### config.mk
export PLATFORM = sky130hd
export DESIGN_NAME = soc_mem_arbiter
export DESIGN_NICKNAME = d
export VERILOG_FILES = /design/src/rtl/soc_bus_pkg.sv /design/src/rtl/soc_arb_rr2.sv /design/src/rtl/soc_mem_arbiter.sv
export SDC_FILE = /design/constraint.sdc
export NUM_CORES = 1
export LEC_CHECK = 0
export ABC_AREA = 1
export BUFFER_PORTS_ARGS = -buffer_cell sky130_fd_sc_hd__buf_2
export CORE_AREA = 2 2 175 177
export DETAILED_ROUTE_END_ITERATION = 6
export DIE_AREA = 0 0 177 179
export SLEW_MARGIN = 20
export SYNTH_ARGS = -nofsm -noshare
export SYNTH_HDL_FRONTEND = slang
export SYNTH_SLANG_ARGS = --single-unit
### constraint.sdc
create_clock -name clk -period 2.9 [get_ports clk]
set_input_delay 0.145 -clock clk [delete_from_list [all_inputs] [get_ports clk]]
set_output_delay 0.145 -clock clk [all_outputs]
set_load 0.03 [all_outputs]
### src/rtl/soc_bus_pkg.sv
// Shared types and MMIO address map for the SoC memory-side bus.
// Response owners, the two-way grant encoding and the confreg register addresses.
package soc_bus_pkg;

  typedef enum logic [1:0] {
    OWN_NONE,
    OWN_INST,
    OWN_DATA,
    OWN_MMIO
  } owner_e;

  typedef enum logic {
    G_INST,
    G_DATA
  } grant_e;

  localparam logic [31:0] MMIO_SWITCH_ADDR = 32'd1024;
  localparam logic [31:0] MMIO_LED_ADDR    = 32'd1028;

endpackage

### src/rtl/soc_arb_rr2.sv
// Two-way round-robin arbiter between inst-fetch and data RAM requests.
// Only a genuine conflict moves the last_grant pointer; a lone requester always wins.
module soc_arb_rr2
  import soc_bus_pkg::*;
(
  input  logic clk,
  input  logic reset,
  input  logic req_inst,
  input  logic req_data,
  output logic gnt_inst,
  output logic gnt_data,
  output logic conflict
);

  grant_e last_grant;
  grant_e grant;

  assign conflict = req_inst & req_data;

  always_comb begin
    grant = G_INST;
    if (conflict) begin
      grant = (last_grant == G_DATA) ? G_INST : G_DATA;
    end else if (req_data) begin
      grant = G_DATA;
    end
  end

  assign gnt_inst = req_inst & (grant == G_INST);
  assign gnt_data = req_data & (grant == G_DATA);

  // DATA at reset so the first conflict goes to the fetch port
  always_ff @(posedge clk or posedge reset) begin
    if (reset) begin
      last_grant <= G_DATA;
    end else if (conflict) begin
      last_grant <= grant;
    end
  end

endmodule

### src/rtl/soc_mem_arbiter.sv
// Shares one single-port RAM between CPU fetch and data ports and decodes the MMIO window.
// Optional perf counters: define SOC_ARB_PERF_CNT_EN.
module soc_mem_arbiter
  import soc_bus_pkg::*;
#(
  parameter int          AW         = 15,
  parameter logic [31:0] MMIO_BASE  = 32'h400,
  parameter logic [31:0] MMIO_BYTES = 32'h8
) (
  input  logic          clk,
  input  logic          reset,
  input  logic          i_req,
  input  logic [31:0]   i_addr,
  output logic          i_ready,
  output logic          i_rvalid,
  output logic [31:0]   i_rdata,
  input  logic          d_req,
  input  logic          d_we,
  input  logic [31:0]   d_addr,
  input  logic [31:0]   d_wdata,
  output logic          d_ready,
  output logic          d_rvalid,
  output logic [31:0]   d_rdata,
  output logic          mem_en,
  output logic          mem_we,
  output logic [AW-1:0] mem_addr,
  output logic [31:0]   mem_wdata,
  input  logic [31:0]   mem_rdata,
  output logic          mmio_we,
  output logic [31:0]   mmio_addr,
  output logic [31:0]   mmio_wdata,
  input  logic [31:0]   mmio_rdata,
  output logic [31:0]   perf_conflict,
  output logic [31:0]   perf_i_stall,
  output logic [31:0]   perf_d_stall
);

  logic   d_mmio;
  logic   d_ram_req;
  logic   mmio_acc;
  logic   gnt_inst;
  logic   gnt_data;
  logic   arb_conflict;
  logic   unused_addr_bits;

  logic        i_vld_p1;
  owner_e      d_own_p1;
  logic [31:0] mmio_rdata_p1;

  assign d_mmio    = (d_addr >= MMIO_BASE) && (d_addr < MMIO_BASE + MMIO_BYTES);
  assign d_ram_req = d_req & ~d_mmio;
  assign mmio_acc  = d_req & d_mmio;

  soc_arb_rr2 u_arb (
    .clk      (clk),
    .reset    (reset),
    .req_inst (i_req),
    .req_data (d_ram_req),
    .gnt_inst (gnt_inst),
    .gnt_data (gnt_data),
    .conflict (arb_conflict)
  );

  assign i_ready = gnt_inst;
  assign d_ready = gnt_data | mmio_acc;

  // Upper address bits alias onto the RAM; the fetch port never reaches MMIO
  assign mem_en    = gnt_inst | gnt_data;
  assign mem_we    = gnt_data & d_we;
  assign mem_addr  = gnt_data ? d_addr[AW+1:2] : i_addr[AW+1:2];
  assign mem_wdata = gnt_data ? d_wdata : '0;

  assign mmio_we    = mmio_acc & d_we;
  assign mmio_addr  = d_addr;
  assign mmio_wdata = d_wdata;

  assign unused_addr_bits = ^{i_addr[31:AW+2], i_addr[1:0]};

  // ---- p0 -> p1: response owner capture ----
  always_ff @(posedge clk or posedge reset) begin
    if (reset) begin
      i_vld_p1      <= 1'b0;
      d_own_p1      <= OWN_NONE;
      mmio_rdata_p1 <= '0;
    end else begin
      i_vld_p1 <= gnt_inst;
      if (gnt_data && !d_we) begin
        d_own_p1 <= OWN_DATA;
      end else if (mmio_acc && !d_we) begin
        d_own_p1 <= OWN_MMIO;
      end else begin
        d_own_p1 <= OWN_NONE;
      end
      if (mmio_acc && !d_we) begin
        mmio_rdata_p1 <= mmio_rdata;
      end
    end
  end

  assign i_rvalid = i_vld_p1;
  assign i_rdata  = i_vld_p1 ? mem_rdata : '0;
  assign d_rvalid = (d_own_p1 != OWN_NONE);

  always_comb begin
    d_rdata = '0;
    case (d_own_p1)
      OWN_DATA: d_rdata = mem_rdata;
      OWN_MMIO: d_rdata = mmio_rdata_p1;
      default:  d_rdata = '0;
    endcase
  end

`ifdef SOC_ARB_PERF_CNT_EN
  function automatic logic [31:0] sat_inc(input logic [31:0] v, input logic en);
    if (en && (v != 32'hFFFF_FFFF)) return v + 32'd1;
    return v;
  endfunction

  logic [31:0] conflict_cnt;
  logic [31:0] i_stall_cnt;
  logic [31:0] d_stall_cnt;

  always_ff @(posedge clk or posedge reset) begin
    if (reset) begin
      conflict_cnt <= '0;
      i_stall_cnt  <= '0;
      d_stall_cnt  <= '0;
    end else begin
      conflict_cnt <= sat_inc(conflict_cnt, arb_conflict);
      i_stall_cnt  <= sat_inc(i_stall_cnt, i_req & ~i_ready);
      d_stall_cnt  <= sat_inc(d_stall_cnt, d_req & ~d_ready);
    end
  end

  assign perf_conflict = conflict_cnt;
  assign perf_i_stall  = i_stall_cnt;
  assign perf_d_stall  = d_stall_cnt;
`else
  logic unused_conflict;
  assign unused_conflict = arb_conflict;
  assign perf_conflict   = '0;
  assign perf_i_stall    = '0;
  assign perf_d_stall    = '0;
`endif

endmodule

==> summary.md, run 1 <==
| Metric | Value |
|---|---|
| Status | `finished, final reports clean` |
| Max Freq | `about 440 MHz` |
| Post-DP HPWL | `14.04 mm` |
| Crit path time final | `2.257 ns` |
| Post-DRT Antenna Nets | `0` |
| Yosys cell types | `20` |
| WP data arrival | `about 2.1 ns` |
| P&R area growth vs syn | `30.85%` |
| Clk buf depth | `2` |
| Final wirelength | `16.92 mm` |
| Design Area, Final | `~5500 µm²` |
| Drt via density | `between 3 and 4` |
| CTS tree | `yes` |
| Warning count from the yosys run | `0` |
| Final max-slew violation count | `0` |
| Layout Skew | `0.005503 ns` |
| Number of global-route vias before repair | `4089` |
| Power consumption | `1.997 mW` |
| Cells on worst reg2reg path | `5` |
| Count of final setup violators | `0` |
| Avg Inst Size Synth | `6.204 µm²` |
| PD cells | `365.0 nW/µm²` |
| Post-Syn Area | `about 4200 µm²` |
| Startpoint types | `flip-flop` |
| Hold-fix buffers at CTS | `0` |
| Delay-heaviest family, CP | `buffers and inverters` |
| Sequential area share after synthesis | `21.57%` |
| Initial Util | `13.92%` |
| Core Rows | `64` |
| Die W | `about 180 µm` |
| Drt first pass iters | `5` |
| Port buffer count | `~330` |
| Cell count after placement | `1300` |
| Total number of H-tree levels | `2` |
| Hold Fails Final Rpt | `0` |
| Endpoint class of the critical path | `output port` |
| Layout cells sized above 1 | `38.20%` |
| Most common cell on crit path | `buf_4` |
| Largest net degree at the start of global routing | `66` |
| Routed length per instance | `12.95 µm` |
| First-pass GRT wire length | `23.26 mm` |
| Worst Tran Pin Value | `1.061 ns` |
| Die ar. | `31680 µm²` |
| Metal2 WL | `8.467 mm` |
| Io pins | `approximately 440` |
| Clock slew at reported path FFs | `0.06 ns` |
| CP cell instances | `nand2_1 > buf_4 > nand3_2 > buf_4 > nor2_1 > buf_2` |
| CTS Buf Count | `5` |
| RSZ-0062 raised after global routing | `false` |
| Starting DRT DRC Count | `160` |
| Setup WS post-layout | `0.6428 ns` |
| Mapped Cells | `between 600 and 700` |
| Flops & latches, synth | `36` |
| Chip height | `179 µm` |
| Period utilization | `77.83%` |
| Dpl cell area | `5338 µm²` |
| Post-CTS Resized | `0` |
| Setup WS pre-CTS | `0.6637 ns` |
| Core Area | `30030 µm²` |
| CP max-delay cell | `nand3_2` |
| Hold slack final | `0.04289 ns` |
| Initial antenna violation count | `1` |
| Clock root cell | `clkbuf_16` |
| WP data required | `about 2.8 ns` |
| Diodes inserted | `0` |
| Layout Cells excl Fill | `approximately 1300` |
| P_leak | `3.745 nW` |
| Clock sink count | `36` |
| Crit path buf inv count | `3` |
| Vias | `4662` |
| Critical Path Max Stage Delay | `0.44 ns` |
| Top Layer Used | `met5` |
| Overflow after GRT | `0` |
| Max-cap viol count | `0` |
| Wl on met1 | `6.934 mm` |
| Clock Latency Late Sink | `between 0.2 and 0.3 ns` |
| DR WL met3 | `between 1 and 1.5 mm` |
| Most frequent cells in the layout | `buf_2, nand2_1, conb_1` |
| Setup TNS | `0 ns` |
| Most common cell after layout, fill and taps aside | `buf_2` |
| Setup bufs post-CTS | `0` |
| Internal reg-to-reg setup slack | `1.29 ns` |
| Hold Path Class | `input port to async pin` |
| GP Congestion | `between 0.8 and 0.9` |
| Reg2Reg Launch Point | `u_arb.last_grant` |
| VDD IR max | `167.0 µV` |
| Post-Route Utilization | `18.22%` |
| Slew headroom | `between 20 and 30%` |
| GRT Util Overall | `9.819%` |
| Fin nets | `approximately 1100` |
| Kind of critical path | `flip-flop to output port` |
| DRC Markers | `0` |
| Reg2reg end | `i_rvalid` |
| Crit Path Max Fanout | `26` |
final cells by class:
type | instances | area (µm²)
multi-input cells | 450 | 1929
well taps | 396 | 495.5
fillers | 3500 | 24560
inverters | 84 | 315.3
clock buffers | 6 | 128.9
clock inverters | 1 | 5.005
flip-flops and latches | 36 | 903.4
repair buffers | 334 | 1694
how the worst max path moves through the flow:
| stage | cells after the start | start | to | slack [ns] |
|---|---|---|---|---|
| after floorplan | 8 | d_addr[18] | mmio_we | 1.45 |
| after global routing | 11 | d_addr[15] | mem_wdata[22] | 0.46 |
| after detailed placement | 11 | d_addr[15] | mem_wdata[4] | 0.66 |
| after CTS | 6 | u_arb.last_grant | mem_wdata[4] | 0.64 |
| final | 6 | u_arb.last_grant | mem_wdata[4] | 0.64 |
| after global placement | 11 | d_addr[15] | mem_wdata[6] | 0.67 |
synthesized netlist by cell type, drive strengths merged:
library cell  count  area (µm²)
buf             178        1313
clkbuf           21       78.83
clkinv            1       3.750
conb              1       3.750
dfrtp            35       875.8
dfstp             1       26.28
inv              83       311.6
nand2           179       674.4
nand3            69       362.8
nand4            48       300.3
nor2             56       217.7
o21bai            1       7.510
or2               1       6.260
flip-flops by register name (all words and copies together) (netlist names):
| register | cells |
|---|---|
| u_arb.last_grant | 1 |
| i_rvalid | 1 |
| mmio_rdata_p1 | 32 |
| d_own_p1 | 2 |
worst register-to-register path, cell delays in order (launching register included):
cell,delay (ns)
dfstp_2,0.37
nand2_1,0.06
buf_4,0.23
nand3_2,0.45
nand2_1,0.24
inv_1,0.13
power breakdown:
part           switching [mW]  internal, mW  leakage, nW
clock                   0.232         0.313       0.0667
combinational           0.710         0.222         3.18
sequential             0.0116         0.508        0.496
layer usage:
layer	vias to the layer above	GRT usage, %
met5	-	0
met4	2	3.065
met3	17	1.081
met2	276	17.95
met1	2070	11.98
li1	2297	-
cells by family after synthesis:
logic type             synth area share [%]
AND/OR/NAND/NOR                       37.34
buffers and inverters                 40.81
flip-flops                            21.57
AO/OA/AOI/OAI                        0.1796
other                               0.08968
(Power assumes the default switching activity.)
==> run 2, diff against run 1 <==
CORE_AREA = 2 2 174 176   (was 2 2 175 177)
DIE_AREA = 0 0 176 178   (was 0 0 177 179)
clock period = 1.9 ns   (was 2.9 ns; I/O delays follow)
==> run 2 against run 1 <==
Sequential share of layout area decreased by 0.36 points. Power increased by 58%. Critical endpoint is now mem_en. Clock power increased by 65%. Register-to-register slack got worse by 0.77 ns. First-iteration DRC count increased by 31%. Largest cell class unchanged. Hold slack improved by 0.00091 ns. Critical path depth decreased by 1. Combinational power increased by 57%.
==> summary.md, run 2 (synthesis gave the netlist of run 1 again) <==
| Metric | Value |
|---|---|
| RSZ-0062 raised after global routing | `false` |
| GP Congestion | `0.8573 (-0.27%)` |
| Layout cells sized above 1 | `38.83% (+0.63 points)` |
| Core Rows | `63 (-1.6%)` |
| Overflow after GRT | `0 (unchanged)` |
| Core Area | `29400 µm² (-2.1%)` |
| P_leak | `3.802 nW (+1.5%)` |
| Most frequent cells in the layout | `buf_2, nand2_1, conb_1` |
| Routed length per instance | `13.89 µm (+7.3%)` |
| Crit path time final | `1.784 ns` |
| Power consumption | `3.147 mW (+58%)` |
| Count of final setup violators | `0 (unchanged)` |
| Die ar. | `31330 µm² (-1.1%)` |
| Biggest register | `mmio_rdata_p1` |
| Io pins | `443 (unchanged)` |
| Int Power | `1.654 mW (+59%)` |
| Worst Tran Pin Value | `0.6866 ns (-0.3748 ns)` |
| Drt first pass iters | `4 (-1)` |
| Number of global-route vias before repair | `4136 (+1.1%)` |
| Comb pwr share | `46.4% (-0.3 points)` |
| First-pass GRT wire length | `25.25 mm (+8.6%)` |
| Endpoint class of the critical path | `output port` |
| Clock power frac | `28.5% (+1.2 points)` |
| Total number of H-tree levels | `2 (unchanged)` |
| CTS tree | `yes` |
| PD cells | `562.7 nW/µm² (+54%)` |
| Status | `finished, final reports clean` |
| VDD IR max | `274.6 µV (+64%)` |
| Largest registers | `mmio_rdata_p1 (32), d_own_p1 (2)` |
| WP data arrival | `1.69 ns (-0.42 ns)` |
| Crit Path Max Fanout | `20 (-23%)` |
| Cells on worst reg2reg path | `4 (-1)` |
| Clock root cell | `clkbuf_16` |
| Port buffer count | `325 (unchanged)` |
| Worst hold path depth | `3` |
| Setup bufs post-CTS | `0 (unchanged)` |
| Drt via density | `3.553 (-0.39%)` |
| DRC Markers | `0 (unchanged)` |
| Final wirelength | `18.23 mm (+7.8%)` |
| Area of the multi-input gates | `1937 µm² (+0.39%)` |
| Sequential fraction of design power | `25.1% (-0.9 points)` |
| Most common cell after layout, fill and taps aside | `buf_2` |
| Hold Fails Final Rpt | `0 (unchanged)` |
| Filler instances | `3389 (-3.2%)` |
| Post-DP HPWL | `15.30 mm (+9.0%)` |
| Clock slew at reported path FFs | `0.07 ns (about the same)` |
| Clock Latency Late Sink | `0.30 ns (about the same)` |
| Internal reg-to-reg setup slack | `0.52 ns (-0.77 ns)` |
| Final max-slew violation count | `0 (unchanged)` |
| Sw power | `1.493 mW (+57%)` |
| Chip height | `178 µm (-0.56%)` |
| Setup TNS | `0 ns (unchanged)` |
| Setup WS post-layout | `0.1160 ns (-0.5268 ns)` |
| Fin nets | `1086 (+0.93%)` |
| Setup WS pre-CTS | `0.1293 ns (-0.5344 ns)` |
| Slew headroom | `54.16% (+25 points)` |
| Max Freq | `around 560 MHz` |
| Max-cap viol count | `0 (unchanged)` |
| Starting DRT DRC Count | `209 (+31%)` |
| Layout Skew | `0.01047 ns (+0.004970 ns)` |
| Sw Share | `47.45% (-0.31 points)` |
| Kind of critical path | `flip-flop to output port` |
| Initial antenna violation count | `2 (+1)` |
| CTS Buf Count | `5 (unchanged)` |
| Die W | `176 µm (-0.56%)` |
| Clock sink count | `36 (unchanged)` |
| Largest register FFs | `32 (unchanged)` |
| WP data required | `1.80 ns (-0.96 ns)` |
| P&R area growth vs syn | `33.75%` |
| Largest net degree at the start of global routing | `53 (-20%)` |
| Hold Path Class | `input port to flip-flop` |
| Vias | `4665 (+0.064%)` |
| Startpoint types | `flip-flop` |
| Clk buf depth | `2 (unchanged)` |
| GRT Util Overall | `10.90% (+1.1 points)` |
| Register Area | `903.4 µm² (unchanged)` |
| Post-DRT Antenna Nets | `0 (unchanged)` |
| Initial Util | `14.22% (+0.30 points)` |
| Period utilization | `93.90%` |
## run 2: worst max-delay path, cell delays in order, from the launching register on
cell	delay [ns]
dfstp_2	0.54
nand2_1	0.12
nand3_4	0.21
buf_4	0.26
nand2_1	0.07
buf_2	0.17
## run 2: worst paths after layout
kind	start	endpoint
max	u_arb.last_grant	mem_en
min	mmio_rdata[10]	mmio_rdata_p1[10]
max reg2reg	u_arb.last_grant	d_own_p1[1]
min reg2reg	mmio_rdata_p1[7]	mmio_rdata_p1[7]
max in group asynchronous	reset	mmio_rdata_p1[25]
min in group asynchronous	reset	mmio_rdata_p1[13]
## run 2: power by group through the flow
stage          Combinational [mW]  Sequential, mW  Clock [mW]
5_1_grt                      1.57           0.790       0.971
3_3_place_gp                 1.46           0.803           0
2_1_floorplan                1.22           0.796           0
6_report                     1.46           0.789       0.897
4_1_cts                      1.47           0.790       0.945
3_5_place_dp                 1.46           0.804           0
## run 2: layout make-up
class | count | share of cell area (%)
multi-input cells | 450 | 34.63
clock buffers | 7 | 2.550
clock inverters | 1 | 0.1342
repair buffers | 344 | 32.13
inverters | 84 | 5.638
flip-flops and latches | 36 | 16.15
diodes | 1 | 0.04474
well taps | 390 | 8.725
## run 2: per-layer routing
layer | GRT usage, % | up-vias | share of wire (%)
met5 | 0 | - | 0.071
met4 | 2.824 | 2 | 0.95
met3 | 1.471 | 10 | 6.7
met2 | 19.91 | 257 | 49
met1 | 13.43 | 2078 | 43
li1 | - | 2318 | -
## run 2: metrics by stage
stage          utilization, %  area [µm²]  std cells  hold WS [ns]
3_3_place_gp            18.44        5423       1303        0.1902
6_report                19.02        5593       1313       0.04381
5_1_grt                 19.02        5593       1313       0.04033
4_1_cts                 19.01        5590       1312       0.02846
2_1_floorplan               -        4538        769        0.1614
3_5_place_dp            18.44        5423       1303        0.1902
## run 2: repair_timing
action | in CTS | in global routing
pin swaps | 0 | 1
hold buffers | 1 | 0
gates resized for setup | 1 | 0
setup endpoints to repair | 21 | 17
endpoints found under the hold margin | 21 | 0
==> run 3, diff against run 2 <==
CORE_AREA = 2 2 173 175   (was 2 2 174 176)
DIE_AREA = 0 0 175 177   (was 0 0 176 178)
==> run 3 against run 2 <==
Sequential power fell by 0.5%. Global-route usage fell by 0.13 points. Non-clock buffer count grew 1. Fmax shrank 0.50%. Clock-buffer cell count decreased by 2. Sequential cell count unchanged. Clock skew down 0.0084 ns. Wire length fell by 1.0%. Register-to-register slack hardly changed. Critical path depth unchanged. Critical endpoint is now d_ready. Largest cell class unchanged. Highest routed layer unchanged.
==> summary.md, run 3 (synthesis gave the netlist of run 1 again) <==
| Metric | Value |
|---|---|
| Filler instances | `3396 (+0.21%)` |
| DRC Markers | `0 (unchanged)` |
| Clk buf depth | `2 (unchanged)` |
| Initial Util | `14.30% (+0.077 points)` |
| Hold Fails Final Rpt | `0 (unchanged)` |
| Vias | `4655 (-0.21%)` |
| P&R area growth vs syn | `34.59%` |
| Crit path buf inv count | `3 (+1)` |
| CTS Buf Count | `5 (unchanged)` |
| Fin nets | `1088 (+0.18%)` |
| Slew headroom | `57.38% (+3.2 points)` |
| Dpl cell area | `5423 µm² (unchanged)` |
| Max Freq | `557.7 MHz (-0.50%)` |
| Worst Hold End | `mmio_rdata_p1[3]` |
| Top Layer Used | `met5` |
| WP data required | `1.80 ns (about the same)` |
| Chip height | `177 µm (-0.56%)` |
| Worst hold path depth | `3 (unchanged)` |
| Power consumption | `3.257 mW (+3.5%)` |
| Startpoint types | `flip-flop` |
| Crit Path Max Fanout | `17 (-15%)` |
| Initial antenna violation count | `1 (-1)` |
| CP max-delay cell | `dfstp_2` |
| Final wirelength | `18.05 mm (-1.0%)` |
| CTS tree | `yes` |
| GRT Util Overall | `10.76% (-0.13 points)` |
| Design Area, Final | `5628 µm² (+0.63%)` |
| Metal2 WL | `8.974 mm (-0.39%)` |
| Core Area | `29240 µm² (-0.54%)` |
| Cell count after placement | `1303 (unchanged)` |
| Worst setup path start | `u_arb.last_grant` |
| Layout Skew | `0.002082 ns (-0.008391 ns)` |
| Core Rows | `63 (unchanged)` |
| VDD IR max | `270.8 µV (-1.4%)` |
| Drt first pass iters | `4 (unchanged)` |
| Largest net degree at the start of global routing | `53 (unchanged)` |
| Post-DP HPWL | `15.12 mm (-1.2%)` |
| Setup TNS | `0 ns (unchanged)` |
| Delay-heaviest family, CP | `flip-flops` |
| Internal reg-to-reg setup slack | `0.51 ns (about the same)` |
| Status | `finished, final reports clean` |
| CP cell instances | `nand2_1 > buf_4 > o21bai_1 > inv_1 > buf_2` |
| Largest registers | `mmio_rdata_p1 (32), d_own_p1 (2)` |
| First-pass GRT wire length | `24.72 mm (-2.1%)` |
| Reg2Reg Launch Point | `u_arb.last_grant` |
| Post-DRT Antenna Nets | `0 (unchanged)` |
| Drt via density | `3.543 (-0.29%)` |
| Count of final setup violators | `0 (unchanged)` |
| Hold path start | `mmio_rdata[3]` |
| Die ar. | `30980 µm² (-1.1%)` |
| Die W | `175 µm (-0.57%)` |
| RSZ-0062 raised after global routing | `false` |
| Critical Path Max Stage Delay | `0.54 ns (about the same)` |
| Largest register FFs | `32 (unchanged)` |
| WP data arrival | `1.70 ns (about the same)` |
| Max-cap viol count | `0 (unchanged)` |
| Starting DRT DRC Count | `159 (-24%)` |
| PD cells | `578.8 nW/µm² (+2.8%)` |
| Crit path time final | `1.793 ns (+0.009034 ns)` |
| Most frequent cells in the layout | `buf_2, nand2_1, conb_1` |
| Reg2reg end | `d_own_p1[1]` |
| Worst Tran Pin Value | `0.6383 ns (-0.04831 ns)` |
| Diodes inserted | `0 (-1)` |
| Total number of H-tree levels | `2 (unchanged)` |
| Cells on worst reg2reg path | `4 (unchanged)` |
| Overflow after GRT | `0 (unchanged)` |
| Most common cell after layout, fill and taps aside | `buf_2` |
| Clock Latency Late Sink | `0.30 ns (about the same)` |
| Post-Route Utilization | `19.24% (+0.22 points)` |
| P_leak | `3.827 nW (+0.65%)` |
| Io pins | `443 (unchanged)` |
| Period utilization | `94.37% (+0.48 points)` |
| Clock slew at reported path FFs | `0.06 ns (about the same)` |
| Clock sink count | `36 (unchanged)` |
| Number of global-route vias before repair | `4161 (+0.60%)` |
| Clock root cell | `clkbuf_16` |
| GP Congestion | `0.8157 (-4.9%)` |
| Routed length per instance | `13.73 µm (-1.1%)` |
| DR WL met3 | `1.148 mm (-6.4%)` |
| Layout cells sized above 1 | `38.96% (+0.13 points)` |
| Final max-slew violation count | `0 (unchanged)` |
| Wl on met1 | `7.671 mm (-1.8%)` |
| Port buffer count | `325 (unchanged)` |
| Biggest register | `mmio_rdata_p1` |
| Layout Cells excl Fill | `1314 (+0.076%)` |
| Setup bufs post-CTS | `0 (unchanged)` |
| Hold Path Class | `input port to flip-flop` |
| Kind of critical path | `flip-flop to output port` |
| Endpoint class of the critical path | `output port` |
run 3: changes by cell type in the layout (fill, tap and decap cells not counted), sizes merged:
cell	change
bufinv	+1
clkbuf	-2
clkinv	+1
diode	-1
dlygate4sd3	+1
nand3	+1
run 3: stage by stage:
| stage | hold slack, ns | setup slack, ns |
|---|---|---|
| 2_1_floorplan | 0.1614 | 0.5493 |
| 4_1_cts | 0.02251 | 0.01404 |
| 3_3_place_gp | 0.1902 | 0.1852 |
| 6_report | 0.03859 | 0.1069 |
| 5_1_grt | 0.02871 | 0.003315 |
| 3_5_place_dp | 0.1902 | 0.2024 |
run 3: final cells by class:
class / instances / area (µm²) / area share, %
timing repair buffer: 345 / 1807 / 32.10
tap: 390 / 488.0 / 8.671
sequential: 36 / 903.4 / 16.05
clock buffer: 5 / 125.1 / 2.223
inverter: 84 / 315.3 / 5.602
multi-input combinational: 451 / 1947 / 34.59
clock inverter: 3 / 42.54 / 0.7559
run 3: report_power, final:
group / internal [mW] / leakage [nW] / switching (mW)
registers: 0.775 / 0.496 / 0.0105
clock network: 0.618 / 0.0798 / 0.390
logic: 0.355 / 3.25 / 1.11
total: 1.75 / 3.83 / 1.51
run 3: per-layer routing:
metal | track usage [%] | vias to the layer above
met5 | 0 | -
met4 | 3.264 | 2
met3 | 1.503 | 11
met2 | 19.43 | 251
met1 | 13.22 | 2065
li1 | - | 2326
run 3: worst max path at each step:
stage / slack [ns] / endpoint / depth (start not counted)
after floorplan: 0.55 / mmio_we / 8
after global placement: 0.19 / mem_wdata[24] / 11
after detailed placement: 0.20 / mem_en / 11
after CTS: 0.01 / mem_en / 5
after global routing: 0.003 / d_ready / 5
final: 0.11 / d_ready / 5
run 3: worst register-to-register path, stage by stage (launching register included):
cell and delay, ns:
dfstp_2 0.54, nand2_1 0.17, buf_4 0.26, o21bai_1 0.21, nor2_1 0.10
run 3: repair_timing:
item / 4_1_cts / 5_1_grt
endpoints found under the setup margin: 34 / 19
gates cloned: 0 / 1
resized for setup: 1 / 0
endpoints found under the hold margin: 24 / 0
hold buffers: 2 / 0
pin swaps: 0 / 1
